--- src/rtl/imem_access_arbiter.sv ---
// imem_access_arbiter
//   Shares one synchronous single-port instruction memory between the CPU
//   fetch stage (reads) and the program loader (writes). After reset the core
//   is held in BOOT while the loader fills memory. On ld_done the arbiter moves
//   to RUN. In RUN, fetch has priority, and a pending loader write is forced
//   through after MAX_WAIT consecutive denials.
//
//   state | meaning
//   BOOT  | loader owns the port, fetch always stalled, boot_mode=1
//   RUN   | fetch priority, loader served when idle or when starved
//
// Ports
//   clk, rst                     clock, synchronous active-low reset
//   fetch_req/addr/stall         fetch request, byte address, not-accepted flag
//   fetch_valid/rdata            fetch response (1-cycle pulse), instruction word
//   ld_valid/addr/wdata/ready    loader write handshake
//   ld_done                      loader finished pulse (BOOT -> RUN)
//   boot_mode, err_addr          status; err_addr is sticky until reset
//   mem_en/we/addr/wdata/rdata   memory port, read data one cycle after issue
module imem_access_arbiter #(
    parameter int ADDR_W   = 10,
    parameter int MAX_WAIT = 8,
    parameter int BOOT_EN  = 1
) (
    input  logic              clk,
    input  logic              rst,
    input  logic              fetch_req,
    input  logic [31:0]       fetch_addr,
    output logic              fetch_stall,
    output logic              fetch_valid,
    output logic [31:0]       fetch_rdata,
    input  logic              ld_valid,
    input  logic [31:0]       ld_addr,
    input  logic [31:0]       ld_wdata,
    output logic              ld_ready,
    input  logic              ld_done,
    output logic              boot_mode,
    output logic              err_addr,
    output logic              mem_en,
    output logic              mem_we,
    output logic [ADDR_W-1:0] mem_addr,
    output logic [31:0]       mem_wdata,
    input  logic [31:0]       mem_rdata
);

    localparam int          WAIT_W   = $clog2(MAX_WAIT + 1);
    localparam logic [31:0] NOP_INSN = 32'h0000_0013;

    typedef enum logic {ST_BOOT, ST_RUN} state_t;

    state_t              state_q, state_d;
    logic [WAIT_W-1:0]   wait_cnt_q, wait_cnt_d;
    logic                rd_pend_q, rd_pend_d;
    logic                nop_pend_q, nop_pend_d;
    logic                err_addr_q, err_addr_d;
    logic [31:0]         fetch_rdata_q, fetch_rdata_d;

    logic fetch_bad;
    logic ld_oor;
    logic force_ld;

    // Loader byte-lane bits are intentionally ignored.
    logic unused_ld_lsb;
    assign unused_ld_lsb = ^ld_addr[1:0];

    assign fetch_bad = (|fetch_addr[31:ADDR_W+2]) | (|fetch_addr[1:0]);
    assign ld_oor    = |ld_addr[31:ADDR_W+2];
    assign force_ld  = ld_valid && (wait_cnt_q == WAIT_W'(MAX_WAIT));

    // Responses are suppressed while reset is asserted so an in-flight read is dropped.
    assign fetch_valid = rst & (rd_pend_q | nop_pend_q);
    assign fetch_rdata = (rst && rd_pend_q)  ? mem_rdata :
                         (rst && nop_pend_q) ? NOP_INSN  : fetch_rdata_q;
    assign boot_mode   = (state_q == ST_BOOT);
    assign err_addr    = err_addr_q;

    always_comb begin
        state_d       = state_q;
        wait_cnt_d    = wait_cnt_q;
        rd_pend_d     = 1'b0;
        nop_pend_d    = 1'b0;
        err_addr_d    = err_addr_q;
        fetch_rdata_d = fetch_rdata;
        fetch_stall   = 1'b1;
        ld_ready      = 1'b0;
        mem_en        = 1'b0;
        mem_we        = 1'b0;
        mem_addr      = '0;
        mem_wdata     = '0;

        if (rst) begin
            unique case (state_q)
                ST_BOOT: begin
                    if (ld_valid) begin
                        ld_ready  = 1'b1;
                        mem_en    = !ld_oor;
                        mem_we    = !ld_oor;
                        mem_addr  = ld_addr[ADDR_W+1:2];
                        mem_wdata = ld_wdata;
                    end
                    if (ld_done) begin
                        state_d = ST_RUN;
                    end
                end
                ST_RUN: begin
                    if (fetch_req && !force_ld) begin
                        fetch_stall = 1'b0;
                        if (fetch_bad) begin
                            nop_pend_d = 1'b1;
                            err_addr_d = 1'b1;
                        end else begin
                            mem_en    = 1'b1;
                            mem_addr  = fetch_addr[ADDR_W+1:2];
                            rd_pend_d = 1'b1;
                        end
                        if (!ld_valid) begin
                            wait_cnt_d = '0;
                        end else if (wait_cnt_q < WAIT_W'(MAX_WAIT)) begin
                            wait_cnt_d = wait_cnt_q + 1'b1;
                        end
                    end else if (ld_valid) begin
                        ld_ready   = 1'b1;
                        mem_en     = !ld_oor;
                        mem_we     = !ld_oor;
                        mem_addr   = ld_addr[ADDR_W+1:2];
                        mem_wdata  = ld_wdata;
                        wait_cnt_d = '0;
                    end else begin
                        wait_cnt_d = '0;
                    end
                end
                default: state_d = ST_BOOT;
            endcase
        end
    end

    always_ff @(posedge clk) begin
        if (!rst) begin
            state_q       <= (BOOT_EN != 0) ? ST_BOOT : ST_RUN;
            wait_cnt_q    <= '0;
            rd_pend_q     <= 1'b0;
            nop_pend_q    <= 1'b0;
            err_addr_q    <= 1'b0;
            fetch_rdata_q <= '0;
        end else begin
            state_q       <= state_d;
            wait_cnt_q    <= wait_cnt_d;
            rd_pend_q     <= rd_pend_d;
            nop_pend_q    <= nop_pend_d;
            err_addr_q    <= err_addr_d;
            fetch_rdata_q <= fetch_rdata_d;
        end
    end

endmodule

--- config.mk ---
export PLATFORM = sky130hd
export DESIGN_NAME = imem_access_arbiter
export DESIGN_NICKNAME = d
export VERILOG_FILES = /design/src/rtl/imem_access_arbiter.sv
export SDC_FILE = /design/constraint.sdc
export NUM_CORES = 1
export LEC_CHECK = 0
export ABC_CLOCK_PERIOD_IN_PS = 1940
export CAP_MARGIN = 20
export CORE_UTILIZATION = 29
export CTS_CLUSTER_SIZE = 25
export DETAILED_ROUTE_END_ITERATION = 16
export PLACE_DENSITY = 0.84
export SLEW_MARGIN = 10
export SYNTH_ARGS = -nofsm -noshare
export SYNTH_HDL_FRONTEND = slang
export SYNTH_SLANG_ARGS = --single-unit
--- constraint.sdc ---
create_clock -name clk -period 1.94 [get_ports clk]
set_input_delay 0.291 -clock clk [delete_from_list [all_inputs] [get_ports clk]]
set_output_delay 0.291 -clock clk [all_outputs]
set_load 0.02 [all_outputs]
==> flow_metrics.py <==
metrics = {
    "floorplanning": {
        "start_util": 0.299,
        "dieHeight_um": 85.7,
        "fp.dieArea_mm2": 0.00734,
        "boundaryPins": 214,
        "core_area_mm2": 0.00679,
        "die_w_um": 85.7,
        "rows": 30,
    },
    "pwr": {
        "power.total_mw": 2.19,
        "power.share.clock": 0.341,
        "switching_share": 0.233,
        "leakage_nw": 2.25,
        "p_seq_frac": 0.380,
        "powerDensity_mw_per_mm2": 442,
        "max-vdd-ir-drop_mv": 0.284,
        "power.switching_mw": 0.511,
        "internal_power_mw": 1.68,
        "pwr-share-comb": 0.279,
    },
    "setup_path": {
        "startpoint": "fetch_req",
        "cp-end-kind": "output pin",
        "timing.rr.start": "wait_cnt_q[1]",
        "max_stage_delay_ps": 570,
        "crit_fanout": 9,
        "crit_chain": "clkdlybuf4s50_1 > buf_4 > a31oi_4 > buf_12 > buf_12 > buf_16 > a22o_1 > buf_6",
        "worstPathRequired_ps": 1650,
        "crit_top_cell": "buf_12",
        "crit_path_start_kind": "input pin",
        "crit_arrival_ps": 1940,
        "critPathKind": "input pin to output pin",
        "critPathSlowestCell": "clkdlybuf4s50_1",
        "crit_family": "buffers and inverters",
        "worstPathBufferInverterCount": 6,
    },
    "finish": {
        "final_nets": 605,
        "final_core_utilization": 0.730,
        "final_common_cell": "clkdlybuf4s50_1",
        "finalNonFillerCells": 567,
        "fill_cells": 494,
        "diodes": 0,
        "drive_above_1_share": 0.325,
        "syn_to_final_growth_pct": 144,
        "mostFrequentLayoutCells": "110 x clkdlybuf4s50_1, 50 x buf_6, 40 x and2_1",
    },
    "place": {
        "port_buffers": 211,
        "dp_slack_ps": -834,
        "globalplace.congestion": 0.865,
        "dpl.cell_count": 541,
        "dp_hpwl_um": 6910,
    },
    "run_status": {
        "outcome": "complete, but fails checks",
        "violations": "setup timing",
    },
    "routing": {
        "wl_met1_um": 3520,
        "remaining_drc_errors": 0,
        "top_layer": "met4",
        "routedWlPerCell_um": 16.5,
        "ant_nets": 0,
        "first_pass_iters": 5,
        "via_count": 2724,
        "drt_iter0_drc": 74,
        "vias_per_cell": 4.80,
        "met2_length_um": 4840,
        "wl_met3_um": 856,
        "routed_wl_um": 9380,
    },
    "timing": {
        "finalSetupTns_ps": -7490,
        "relSlewSlack": 0.797,
        "setup_viol": 45,
        "fin_crit_sh": 1.15,
        "period_needed_ps": 2230,
        "slew_viol_final": 0,
        "clock_skew_ps": 6.60,
        "setup_slack_ps": -290,
        "hold_violations": 0,
        "rsz0062_at_grt": "true",
        "tightest_slew_ps": 302,
        "max_freq_ghz": 0.448,
    },
    "synthesis": {
        "ys_seq_area_frac": 0.394,
        "ys_types": 36,
        "synth-seq-cells": 40,
        "yosysWarnings": 0,
        "avgSynthCellArea_um2": 9.40,
        "syn_area_mm2": 0.00203,
        "syn-num-nets": 351,
        "syn_inst": 216,
    },
    "grt": {
        "grt_pass1_wl_um": 13400,
        "grt-ovfl-total": 0,
        "first_global_vias": 2635,
        "grt_usage": 0.237,
        "grt_max_degree": 32,
        "antenna_found_initial": 0,
    },
    "clocking": {
        "root_buffer": "clkbuf_8",
        "cts_max_path_buffers": 2,
        "path_clk_slew_ps": 80,
        "cts_made_buffers": 5,
        "clock-sinks": 40,
        "cts_tree": "built",
        "htreeDepth": 2,
        "clk_latency_ps": 290,
        "holdBufCountCts": 0,
    },
    "hold_path": {
        "hp-class": "flip-flop to flip-flop",
        "hp-start": "wait_cnt_q[0]",
    },
    "run": {
        "drv_cap": 0,
    },
}
-- layer usage --
| layer | vias to the layer above | global-route usage |
|---|---|---|
| li1 | 1290 | - |
| met1 | 1260 | 0.273 |
| met2 | 154 | 0.430 |
| met3 | 20 | 0.0780 |
| met4 | 0 | 0.0455 |
| met5 | - | 0 |
-- tightest hold or removal path, delay by kind of cell (launching register included) --
kind	cells	cell delay [ps]
DFF	1	340
buffers and inverters	1	120
AOI/OAI and AO/OA	1	70
-- final cells by class --
class / count / area [um2] / share of cell area
Clock inverter: 1 / 30.0 / 0.00606
Sequential cell: 40 / 803 / 0.162
Clock buffer: 7 / 96.3 / 0.0194
Tap cell: 96 / 120 / 0.0242
Multi-Input combinational cell: 155 / 1240 / 0.251
Inverter: 5 / 18.8 / 0.00379
Timing Repair Buffer: 263 / 2650 / 0.534
-- worst paths after layout --
check                  end  slack [ps]  cells past startpoint
max            mem_addr[1]        -290                      8
min          wait_cnt_q[0]         570                      2
max reg2reg      rd_pend_q         370                      9
min reg2reg  wait_cnt_q[0]         570                      2
-- sequential cells by signal, summed over array words and instances, names as in the netlist --
signal	cells
state_q	1
err_addr	1
nop_pend_q	1
rd_pend_q	1
fetch_rdata_q	32
wait_cnt_q	4
-- metrics by stage --
step	area (um2)	hold WS (ps)
2_1_floorplan	2030	407
5_1_grt	4960	582
3_5_place_dp	4470	549
3_3_place_gp	4470	537
6_report	4960	566
4_1_cts	4800	552
-- logic make-up after synthesis --
kind of cell / after synthesis / share of synthesized area
compound gates: 54 / 0.226
fa+ha+maj: 2 / 0.0123
simple gates: 99 / 0.315
buf+inv: 21 / 0.0524
flops: 40 / 0.394
-- power by group through the flow --
| stage | Sequential [mW] | Combinational (mW) | Clock, mW |
|---|---|---|---|
| CTS | 0.832 | 0.576 | 0.761 |
| global route | 0.833 | 0.640 | 0.807 |
| finish | 0.832 | 0.612 | 0.746 |
| floorplan | 0.850 | 0.138 | 0 |
| global placement | 0.851 | 0.525 | 0 |
| detailed placement | 0.851 | 0.532 | 0 |
-- what timing repair did --
| action | 4_1_cts | 5_1_grt |
|---|---|---|
| gates cloned | 2 | 2 |
| setup buffers | 8 | 7 |
| pin swaps | 14 | 17 |
| gates resized for setup | 355 | 41 |
| setup endpoints to repair | 79 | 57 |
-- Yosys cell counts --
library cell | n | area (um2)
and2_1 | 65 | 407
nand3b_1 | 1 | 7.51
nor3_1 | 2 | 10.0
or4_1 | 1 | 7.51
a22o_1 | 39 | 342
nand2_1 | 3 | 11.3
o21ai_0 | 1 | 5.00
buf_2 | 5 | 25.0
nand2b_1 | 1 | 6.26
buf_6 | 2 | 22.5
clkbuf_2 | 2 | 10.0
a21oi_1 | 3 | 15.0
and4b_1 | 1 | 10.0
nor2_1 | 5 | 18.8
nor4_1 | 10 | 62.6
nand3_1 | 2 | 10.0
a31oi_1 | 2 | 12.5
nand4b_4 | 1 | 23.8
o21ai_1 | 1 | 5.00
a31o_2 | 1 | 8.76
clkbuf_1 | 6 | 22.5
nand4_1 | 2 | 12.5
a211oi_1 | 2 | 15.0
and4_1 | 1 | 8.76
and3_1 | 1 | 6.26
buf_4 | 1 | 7.51
a31oi_4 | 1 | 21.3
ha_1 | 2 | 25.0
a41oi_1 | 1 | 8.76
dfxtp_1 | 40 | 801
or2_1 | 1 | 6.26
nand4_4 | 1 | 21.3
inv_2 | 2 | 7.51
inv_1 | 3 | 11.3
nor3_2 | 1 | 10.0
o22a_1 | 3 | 26.3
(Power assumes the default switching activity.)
